$ cat config.mk
export PLATFORM = sky130hd
export DESIGN_NAME = lorenz_pixel_writer
export DESIGN_NICKNAME = d
export VERILOG_FILES = /design/src/rtl/lorenz_pkg.sv /design/src/rtl/pix_req_fifo.sv /design/src/rtl/lorenz_pixel_writer.sv
export SDC_FILE = /design/constraint.sdc
export NUM_CORES = 1
export LEC_CHECK = 0
export CORE_ASPECT_RATIO = 0.6
export CORE_MARGIN = 2
export CORE_UTILIZATION = 57
export DETAILED_ROUTE_END_ITERATION = 12
export PLACE_DENSITY = 0.85
export SLEW_MARGIN = 20
export SYNTH_ARGS = -nofsm -noshare
export SYNTH_HDL_FRONTEND = slang
export SYNTH_SLANG_ARGS = --single-unit
$ cat constraint.sdc
create_clock -name clk -period 5.1 [get_ports clk]
set_input_delay 0.765 -clock clk [delete_from_list [all_inputs] [get_ports clk]]
set_output_delay 0.765 -clock clk [all_outputs]
set_load 0.005 [all_outputs]
$ cat src/rtl/lorenz_pkg.sv
// Shared types and constants for the Lorenz attractor display path.
// Fixed-point format, projection selector and screen geometry.
package lorenz_pkg;

  localparam int FRAC_BITS = 20;
  localparam int FIX_W     = 27;
  localparam int COORD_W   = 12;

  typedef logic signed [FIX_W-1:0] fix7_20_t;

  typedef enum logic [1:0] {
    PROJ_XY = 2'd0,
    PROJ_XZ = 2'd1,
    PROJ_YZ = 2'd2
  } proj_e;

  localparam int SCREEN_W_DEF = 640;
  localparam int SCREEN_H_DEF = 480;

  // Encoding 3 is unassigned and falls back to the (x,y) plane.
  function automatic proj_e decode_proj(input logic [1:0] sel);
    case (sel)
      2'd1:    return PROJ_XZ;
      2'd2:    return PROJ_YZ;
      default: return PROJ_XY;
    endcase
  endfunction

  function automatic logic [COORD_W-1:0] clamp_coord(
    input logic signed [COORD_W-1:0] v,
    input logic signed [COORD_W-1:0] max_v
  );
    if (v < 12'sd0)
      return '0;
    else if (v > max_v)
      return max_v;
    else
      return v;
  endfunction

endpackage

$ cat src/rtl/pix_req_fifo.sv
// Synchronous show-ahead FIFO for pixel-write requests.
// head always presents the oldest entry; pop and push may share a cycle.
module pix_req_fifo #(
  parameter int DEPTH = 4,
  parameter int WIDTH = 27
) (
  input  logic             clk,
  input  logic             reset,
  input  logic             push,
  input  logic [WIDTH-1:0] push_data,
  input  logic             pop,
  output logic [WIDTH-1:0] head,
  output logic             full,
  output logic             empty
);

  localparam int AW = $clog2(DEPTH);

  logic [WIDTH-1:0] mem [DEPTH];
  logic [AW-1:0]    wr_ptr;
  logic [AW-1:0]    rd_ptr;
  logic [AW:0]      count;
  logic             do_push;
  logic             do_pop;

  assign empty   = (count == '0);
  assign full    = (count == (AW+1)'(DEPTH));
  assign do_pop  = pop && !empty;
  // A full FIFO still accepts when the head leaves in the same cycle.
  assign do_push = push && (!full || do_pop);
  assign head    = mem[rd_ptr];

  always_ff @(posedge clk) begin
    if (do_push) mem[wr_ptr] <= push_data;
  end

  always_ff @(posedge clk) begin
    if (!reset) begin
      wr_ptr <= '0;
      rd_ptr <= '0;
      count  <= '0;
    end else begin
      if (do_push) wr_ptr <= wr_ptr + AW'(1);
      if (do_pop)  rd_ptr <= rd_ptr + AW'(1);
      case ({do_push, do_pop})
        2'b10:   count <= count + (AW+1)'(1);
        2'b01:   count <= count - (AW+1)'(1);
        default: count <= count;
      endcase
    end
  end

endmodule

$ cat src/rtl/lorenz_pixel_writer.sv
// Decimates Lorenz integrator state, projects it to screen coordinates and
// queues pixel-write requests; samples that find the queue full are counted.
module lorenz_pixel_writer
  import lorenz_pkg::*;
#(
  parameter int DECIM      = 16,
  parameter int FIFO_DEPTH = 4,
  parameter int SCREEN_W   = SCREEN_W_DEF,
  parameter int SCREEN_H   = SCREEN_H_DEF,
  parameter int H_SHIFT    = 2,
  parameter int V_SHIFT    = 1,
  parameter int COLOR_W    = 8
) (
  input  logic               clk,
  input  logic               reset,
  input  logic               enable,
  input  logic [1:0]         proj_sel,
  input  fix7_20_t           in_x,
  input  fix7_20_t           in_y,
  input  fix7_20_t           in_z,
  // pix_valid/pix_ready: a request transfers on every edge where both are
  // high; while pix_valid is high and pix_ready low the payload is held.
  output logic               pix_valid,
  input  logic               pix_ready,
  output logic [9:0]         pix_x,
  output logic [8:0]         pix_y,
  output logic [COLOR_W-1:0] pix_color,
  output logic [15:0]        drop_count
);

  localparam int CW      = (DECIM > 1) ? $clog2(DECIM) : 1;
  localparam int ENTRY_W = 10 + 9 + COLOR_W;

  localparam logic signed [COORD_W-1:0] HALF_W = COORD_W'(SCREEN_W / 2);
  localparam logic signed [COORD_W-1:0] HALF_H = COORD_W'(SCREEN_H / 2);
  localparam logic signed [COORD_W-1:0] MAX_X  = COORD_W'(SCREEN_W - 1);
  localparam logic signed [COORD_W-1:0] MAX_Y  = COORD_W'(SCREEN_H - 1);

  logic [CW-1:0] dec_cnt;
  logic          tick;

  logic          s1_valid;
  fix7_20_t      s1_x, s1_y, s1_z;
  proj_e         s1_proj;

  fix7_20_t                  h_src, v_src;
  logic signed [6:0]         hi, vi;
  logic signed [COORD_W-1:0] hi_ext, vi_ext, px_raw, py_raw;

  logic               s2_valid;
  logic [9:0]         s2_x;
  logic [8:0]         s2_y;
  logic [COLOR_W-1:0] s2_color;
  logic [COLOR_W-1:0] color_cnt;

  logic               fifo_full, fifo_empty, pop, accept;
  logic [ENTRY_W-1:0] fifo_head;
  logic [9:0]         head_x;
  logic [8:0]         head_y;
  logic [COLOR_W-1:0] head_color;
  logic               unused_frac;

  assign tick = enable && (dec_cnt == CW'(DECIM - 1));

  always_ff @(posedge clk) begin
    if (!reset) begin
      dec_cnt <= '0;
    end else if (tick) begin
      dec_cnt <= '0;
    end else if (enable) begin
      dec_cnt <= dec_cnt + CW'(1);
    end
  end

  always_ff @(posedge clk) begin
    if (!reset) begin
      s1_valid <= 1'b0;
      s1_x     <= '0;
      s1_y     <= '0;
      s1_z     <= '0;
      s1_proj  <= PROJ_XY;
    end else begin
      s1_valid <= tick;
      if (tick) begin
        s1_x    <= in_x;
        s1_y    <= in_y;
        s1_z    <= in_z;
        s1_proj <= decode_proj(proj_sel);
      end
    end
  end

  always_comb begin
    h_src = s1_x;
    v_src = s1_y;
    case (s1_proj)
      PROJ_XZ: begin h_src = s1_x; v_src = s1_z; end
      PROJ_YZ: begin h_src = s1_y; v_src = s1_z; end
      default: begin h_src = s1_x; v_src = s1_y; end
    endcase
  end

  // Taking only the integer bits floors toward minus infinity.
  assign hi     = h_src[26:20];
  assign vi     = v_src[26:20];
  assign hi_ext = {{(COORD_W-7){hi[6]}}, hi};
  assign vi_ext = {{(COORD_W-7){vi[6]}}, vi};
  assign px_raw = HALF_W + (hi_ext <<< H_SHIFT);
  assign py_raw = HALF_H - (vi_ext <<< V_SHIFT);

  assign unused_frac = ^{s1_x[19:0], s1_y[19:0], s1_z[19:0]};

  always_ff @(posedge clk) begin
    if (!reset) begin
      s2_valid  <= 1'b0;
      s2_x      <= '0;
      s2_y      <= '0;
      s2_color  <= '0;
      color_cnt <= '0;
    end else begin
      s2_valid <= s1_valid;
      if (s1_valid) begin
        s2_x      <= 10'(clamp_coord(px_raw, MAX_X));
        s2_y      <= 9'(clamp_coord(py_raw, MAX_Y));
        s2_color  <= color_cnt;
        color_cnt <= color_cnt + COLOR_W'(1);
      end
    end
  end

  assign pop    = pix_valid && pix_ready;
  assign accept = s2_valid && (!fifo_full || pop);

  always_ff @(posedge clk) begin
    if (!reset) begin
      drop_count <= '0;
    end else if (s2_valid && !accept && (drop_count != 16'hFFFF)) begin
      drop_count <= drop_count + 16'd1;
    end
  end

  pix_req_fifo #(
    .DEPTH (FIFO_DEPTH),
    .WIDTH (ENTRY_W)
  ) u_fifo (
    .clk       (clk),
    .reset     (reset),
    .push      (accept),
    .push_data ({s2_x, s2_y, s2_color}),
    .pop       (pop),
    .head      (fifo_head),
    .full      (fifo_full),
    .empty     (fifo_empty)
  );

  // Payload is forced to zero while nothing is queued so reset reads clean.
  assign {head_x, head_y, head_color} = fifo_head;
  assign pix_valid = !fifo_empty;
  assign pix_x     = pix_valid ? head_x : '0;
  assign pix_y     = pix_valid ? head_y : '0;
  assign pix_color = pix_valid ? head_color : '0;

endmodule
# --- Word level (Yosys, flattened, before mapping) ---
# Memory sizes are Yosys's and may differ from the RTL's. A register that Yosys moved wholly into a read port is not among the register bits.
# Index checks and enable logic that the tools add are counted.
word_totals:
  word_cells: 70
  ff_bits: 147
  mem_bits_rw: 108
  input_bits: 87
  n_memories: 1
  out_inout_bits: 44
op_classes:
  n_lt_le_gt_ge: 4
  add_sub_neg: 9
  n_bitwise: 1
  reduce_logical: 16
  mux: 15
  n_eq_ne: 9
memory_table:
  columns: ["name", "depth", "width", "rd", "rd_ports_with_merged_regs", "write_ports", "line", "source"]
  rows:
  - ["u_fifo.mem", 4, 27, 1, 1, 1, "pix_req_fifo.sv:19", "logic [WIDTH-1:0] mem [DEPTH];"]
ops:
  columns: ["op", "count"]
  rows:
  - ["$mux 27", 2]
  - ["$mux 10", 3]
  - ["$mux 9", 3]
  - ["$add 16x1->16 const B", 1]
  - ["$ne 16x16->1 const B", 1]
  - ["$add 10x9->11 const A", 1]
  - ["$gt 11x11->1 const B", 1]
  - ["$lt 11x1->1 const B", 1]
  - ["$gt 10x10->1 const B", 1]
  - ["$lt 10x1->1 const B", 1]
  - ["$sub 9x8->10 const A", 1]
  - ["$add 8x1->8 const B", 1]
  - ["$mux 8", 1]
  - ["$logic_and 1x1->1", 7]
  - ["$eq 2x1->1 const B", 3]
  - ["$eq 2x2->1 const B", 3]
  - ["$pmux 3 s2", 1]
  - ["$add 2x1->2 const B", 2]
  - ["$add 4x1->4 const B", 1]
  - ["$eq 4x4->1 const B", 1]
  - ["$mux 2", 2]
  - ["$pmux 2 s2", 1]
  - ["$reduce_or 2->1", 2]
  - ["$add 3x1->3 const B", 1]
  - ["other kinds (8)", 12]

# --- Depth between registers and ports, before layout ---
depth:
  ltp_word: 8
  ltp_mapped: 9
  mapped_depth_nobuf: 9

# --- Hierarchy ---
# From an unflattened synthesis, not the netlist that was laid out.
unflattened:
  hier_cells: 618
  area_unflattened_um2: 8017.7
modules_own_cells:
  columns: ["mod", "area_each_um2", "cells_per_inst", "instances", "seq_area_each_um2"]
  rows:
  - ["pix_req_fifo", 4434.3, 195, 1, 3423.3]
  - ["lorenz_pixel_writer", 3583.4, 423, 1, 1581.5]

# --- Worst setup path before layout ---
# OpenSTA, ideal clock, no wires.
synth_timing:
  path_kind: "input port to flip-flop"
  start: "input port pix_ready"
  end: "register u_fifo.count[2]"
  n_path_buf: 0
  required_time_ps: 5030
  cell_stages: 9
  slack_ps: 2340
  t_arrival_ps: 2689
  path_cell_list: "or4b_4 > and2_2 > inv_1 > ha_1 > inv_1 > fa_1 > xor2_1 > or3_1 > a21oi_1"
synth_between:
  elab_chain_len: 6
  elab_cells_between_ends: 10
  classes_between: "eq/ne: 2; mux: 1; reduce/logical: 7"
synth_rtl:
  columns: ["item", "line", "source"]
  rows:
  - ["start, declared", "lorenz_pixel_writer.sv:24", "input logic pix_ready,"]
  - ["$logic_and 1x1->1 (*)", "lorenz_pixel_writer.sv:131", "assign pop = pix_valid && pix_ready;"]
  - ["$logic_or 1x1->1 / $logic_and 1x1->1 (equally long branches)", "lorenz_pixel_writer.sv:132, pix_req_fifo.sv:28", null]
  - ["$logic_and 1x1->1 / $logic_or 1x1->1 (equally long branches)", "lorenz_pixel_writer.sv:132, pix_req_fifo.sv:30", null]
  - ["$logic_and 1x1->1", "pix_req_fifo.sv:30", "assign do_push = push && (!full || do_pop);"]
  - ["$eq 2x1->1 / $eq 2x2->1 (equally long branches)", "pix_req_fifo.sv:45", "case ({do_push, do_pop})"]
  - ["$pmux 3 s2 / $reduce_bool 2->1 (equally long branches)", null, null]
  - ["end signal, assigned", "pix_req_fifo.sv:46", "2'b10: count <= count + (AW+1)'(1);"]
  - ["end signal, assigned", "pix_req_fifo.sv:47", "2'b01: count <= count - (AW+1)'(1);"]
  - ["end signal, assigned", "pix_req_fifo.sv:48", "default: count <= count;"]
  - ["end, declared", "pix_req_fifo.sv:22", "logic [AW:0] count;"]
# Every way passes the cells marked *; elsewhere a longest branch is shown, timed or not.
# A chain may end at the register's enable or synchronous reset.

==> impl_metrics.ini <==
[grt]
antenna_found_initial = 0
grt_pass1_wl_mm = 25.4
grt_usage = 0.230
grt_max_degree = 72
grt_pass1_vias = 4938
gr-total-overflow = 0

[logic_synthesis]
synth_top_area_share = 0.402
synth_seq_area_share = 0.629
synth_flop_cell = edfxtp_1
yosys-top-cells-area = edfxtp_1 (40%), dfxtp_1 (23%), mux4_2 (7.5%)
yosysUniqueCellTypes = 52
synth-edff-count = 104
synth_warnings = 0
synth-seq-cells = 192
avgSynthCellArea_sq_um = 12.8
syn_area_sq_um = 7760
syn-num-nets = 706
syn-instance-count = 607
synth_largest_area_cell = edfxtp_1
ys_async_sr_fraction = 0

[critical_path]
cp-end-kind = output pin
r2r-end = u_fifo.count[2]
reg2reg_depth = 9
rrSetupSlack_ns = 2.49
endpoint = pix_y[2]
start_kind = flop
timing.rr.start = u_fifo.count[0]
cp_data_required_time_ns = 4.34
critPathKind = reg -> out
worstPathArrival_ns = 2.40
crit_fanout = 26

[die]
dieArea_sq_um = 14600
row_count = 32
start_util = 0.595
die_h_um = 94.4
die_w_um = 155
coreArea_sq_um = 13100
io_pins = 131

[run]
drv_cap = 0

[final_layout]
regArea_sq_um = 4890
drive_gt1_frac = 0.111
layout_commonest_cell = edfxtp_1
nFillCells = 897
design_area_sq_um = 9140
most-common-layout-cells = edfxtp_1 (104), dfxtp_1 (85), clkdlybuf4s50_1 (70)
multiInputGateArea_sq_um = 2710
area_growth_pct = 17.7
fin_nets = 763
diodes = 0
postLayoutCoreUtil = 0.700

[cts]
post-cts-setup-buffer-count = 0
clockBufferDepth = 2
ctsHoldBuffers = 0
cts.sinks = 192
ctsResizeCount = 0
cts_buffers = 17
cts.htree.levels = 4
clk_latency_ns = 0.43
root_buffer = clkbuf_16
cts_tree = done
path_clk_slew_ns = 0.07

[timing]
period_share = 0.621
rsz0062_at_grt = no
max_freq_ghz = 0.315
finalHoldViolCount = 0
tightest_slew_ns = 1.08
setup-violations-final = 0
max_slew_margin = 0.277
finClkSkew_ns = 0.00937
drv_slew = 0
period_needed_ns = 3.17
fin_setup_tns_ns = 0

[pwr]
internal_power_mw = 2.28
comb_power_share = 0.013
leakagePower_nw = 2.88
clockPowerShare = 0.434
sequentialPowerShare = 0.552
switching_share = 0.220
powerDensity_nw_per_um2 = 320
peakVddDrop_uv = 265
p_sw_mw = 0.642

[route]
ant_nets = 0
vias = 5028
wl_per_cell_um = 18.8
avgViaCountPerCell = 5.94
drcViolationCount = 0
wirelength_mm = 16.0
drt_iter0_drc = 348
firstDrtPassIters = 4

[placement]
dp_hpwl_mm = 9.82
placed_cell_area_sq_um = 8570
place.gp.congestion = 0.786
portBuffers = 70

[min_path]
hp-class = reg -> reg

[outcome]
status = finished clean
per-stage QoR:
step / instances / total power [mW] / setup slack, ns / hold slack (ns)
final: 847 / 2.92 / 1.93 / 0.462
after floorplan: 607 / 1.66 / 2.34 / 0.434
after global placement: 815 / 1.69 / 1.75 / 0.447
after global routing: 847 / 3.00 / 1.79 / 0.486
after detailed placement: 815 / 1.69 / 1.65 / 0.454
after CTS: 847 / 2.93 / 1.52 / 0.464
critical path, cell delays in order (launching register included):
cell and delay, ns:
dfxtp_4 0.72, mux4_2 0.63, and2_1 0.18, clkdlybuf4s50_1 0.44
layout make-up:
type | instances | share of cell area
Clock buffer | 17 | 0.0465
Clock inverter | 15 | 0.0153
Inverter | 11 | 0.00479
Multi-Input combinational cell | 369 | 0.296
Sequential cell | 192 | 0.535
Tap cell | 170 | 0.0233
Timing Repair Buffer | 73 | 0.0791
flip-flops by register name, indices dropped and copies added, names as in the netlist, named ones only:
register / cells
s1_z: 7
u_fifo.mem: 104
dec_cnt: 4
s1_x: 7
u_fifo.count: 3
color_cnt: 8
s2_valid: 1
s2_y: 9
drop_count: 16
u_fifo.wr_ptr: 2
u_fifo.rd_ptr: 2
s2_x: 9
s2_color: 8
s1_y: 7
s1_valid: 1
s1_proj: 2
routing by layer:
layer / up-vias / global-route usage / share of wire
li1: 2349 / - / -
met4: 0 / 0.0849 / 0.018
met3: 26 / 0.0376 / 0.048
met5: - / 0 / 0
met1: 2511 / 0.313 / 0.44
met2: 142 / 0.383 / 0.49
power groups by stage:
stage / sequential, mW / clock [mW] / combinational [mW]
finish: 1.61 / 1.27 / 0.0393
floorplan: 1.65 / 0 / 0.0143
global route: 1.61 / 1.34 / 0.0422
detailed placement: 1.65 / 0 / 0.0383
global placement: 1.65 / 0 / 0.0371
CTS: 1.61 / 1.28 / 0.0388
Yosys cell counts, drive strengths merged, types with 3 or more instances:
| cell type | n |
|---|---|
| a211oi | 4 |
| a21oi | 50 |
| and2 | 30 |
| and3 | 7 |
| buf | 6 |
| clkbuf | 29 |
| dfxtp | 88 |
| edfxtp | 104 |
| ha | 11 |
| inv | 11 |
| mux2 | 3 |
| mux2i | 24 |
| mux4 | 26 |
| nand2 | 64 |
| nand2b | 4 |
| nand3 | 9 |
| nand4 | 10 |
| nor2 | 34 |
| nor2b | 3 |
| nor3 | 5 |
| nor3b | 3 |
| o21ai | 16 |
| o31ai | 8 |
| or3 | 9 |
| or4 | 9 |
| xnor2 | 6 |
| xor2 | 11 |
how the worst min path moves through the flow:
| stage | start | end | slack, ns | depth (start not counted) |
|---|---|---|---|---|
| 5_1_grt | s1_z[25] | s1_z[25] | 0.49 | 2 |
| 3_5_place_dp | s1_x[20] | s1_x[20] | 0.45 | 2 |
| 6_report | s1_x[21] | s1_x[21] | 0.46 | 2 |
| 4_1_cts | s1_x[20] | s1_x[20] | 0.46 | 2 |
| 2_1_floorplan | s1_x[25] | s1_x[25] | 0.43 | 2 |
| 3_3_place_gp | s1_z[21] | s1_z[21] | 0.45 | 2 |
kinds of logic (layout without fill, tap and decap cells):
logic type | count (synthesis) | in the layout | synth area share
XOR/XNOR | 17 | 17 | 0.0192
flip-flops | 192 | 192 | 0.629
AO/OA/AOI/OAI | 93 | 93 | 0.0704
adder cells (fa/ha/maj) | 12 | 12 | 0.0203
buffers and inverters | 46 | 116 | 0.0229
AND/OR/NAND/NOR | 194 | 194 | 0.127
multiplexers | 53 | 53 | 0.111
Note: power is estimated with default switching activity, not from simulation.
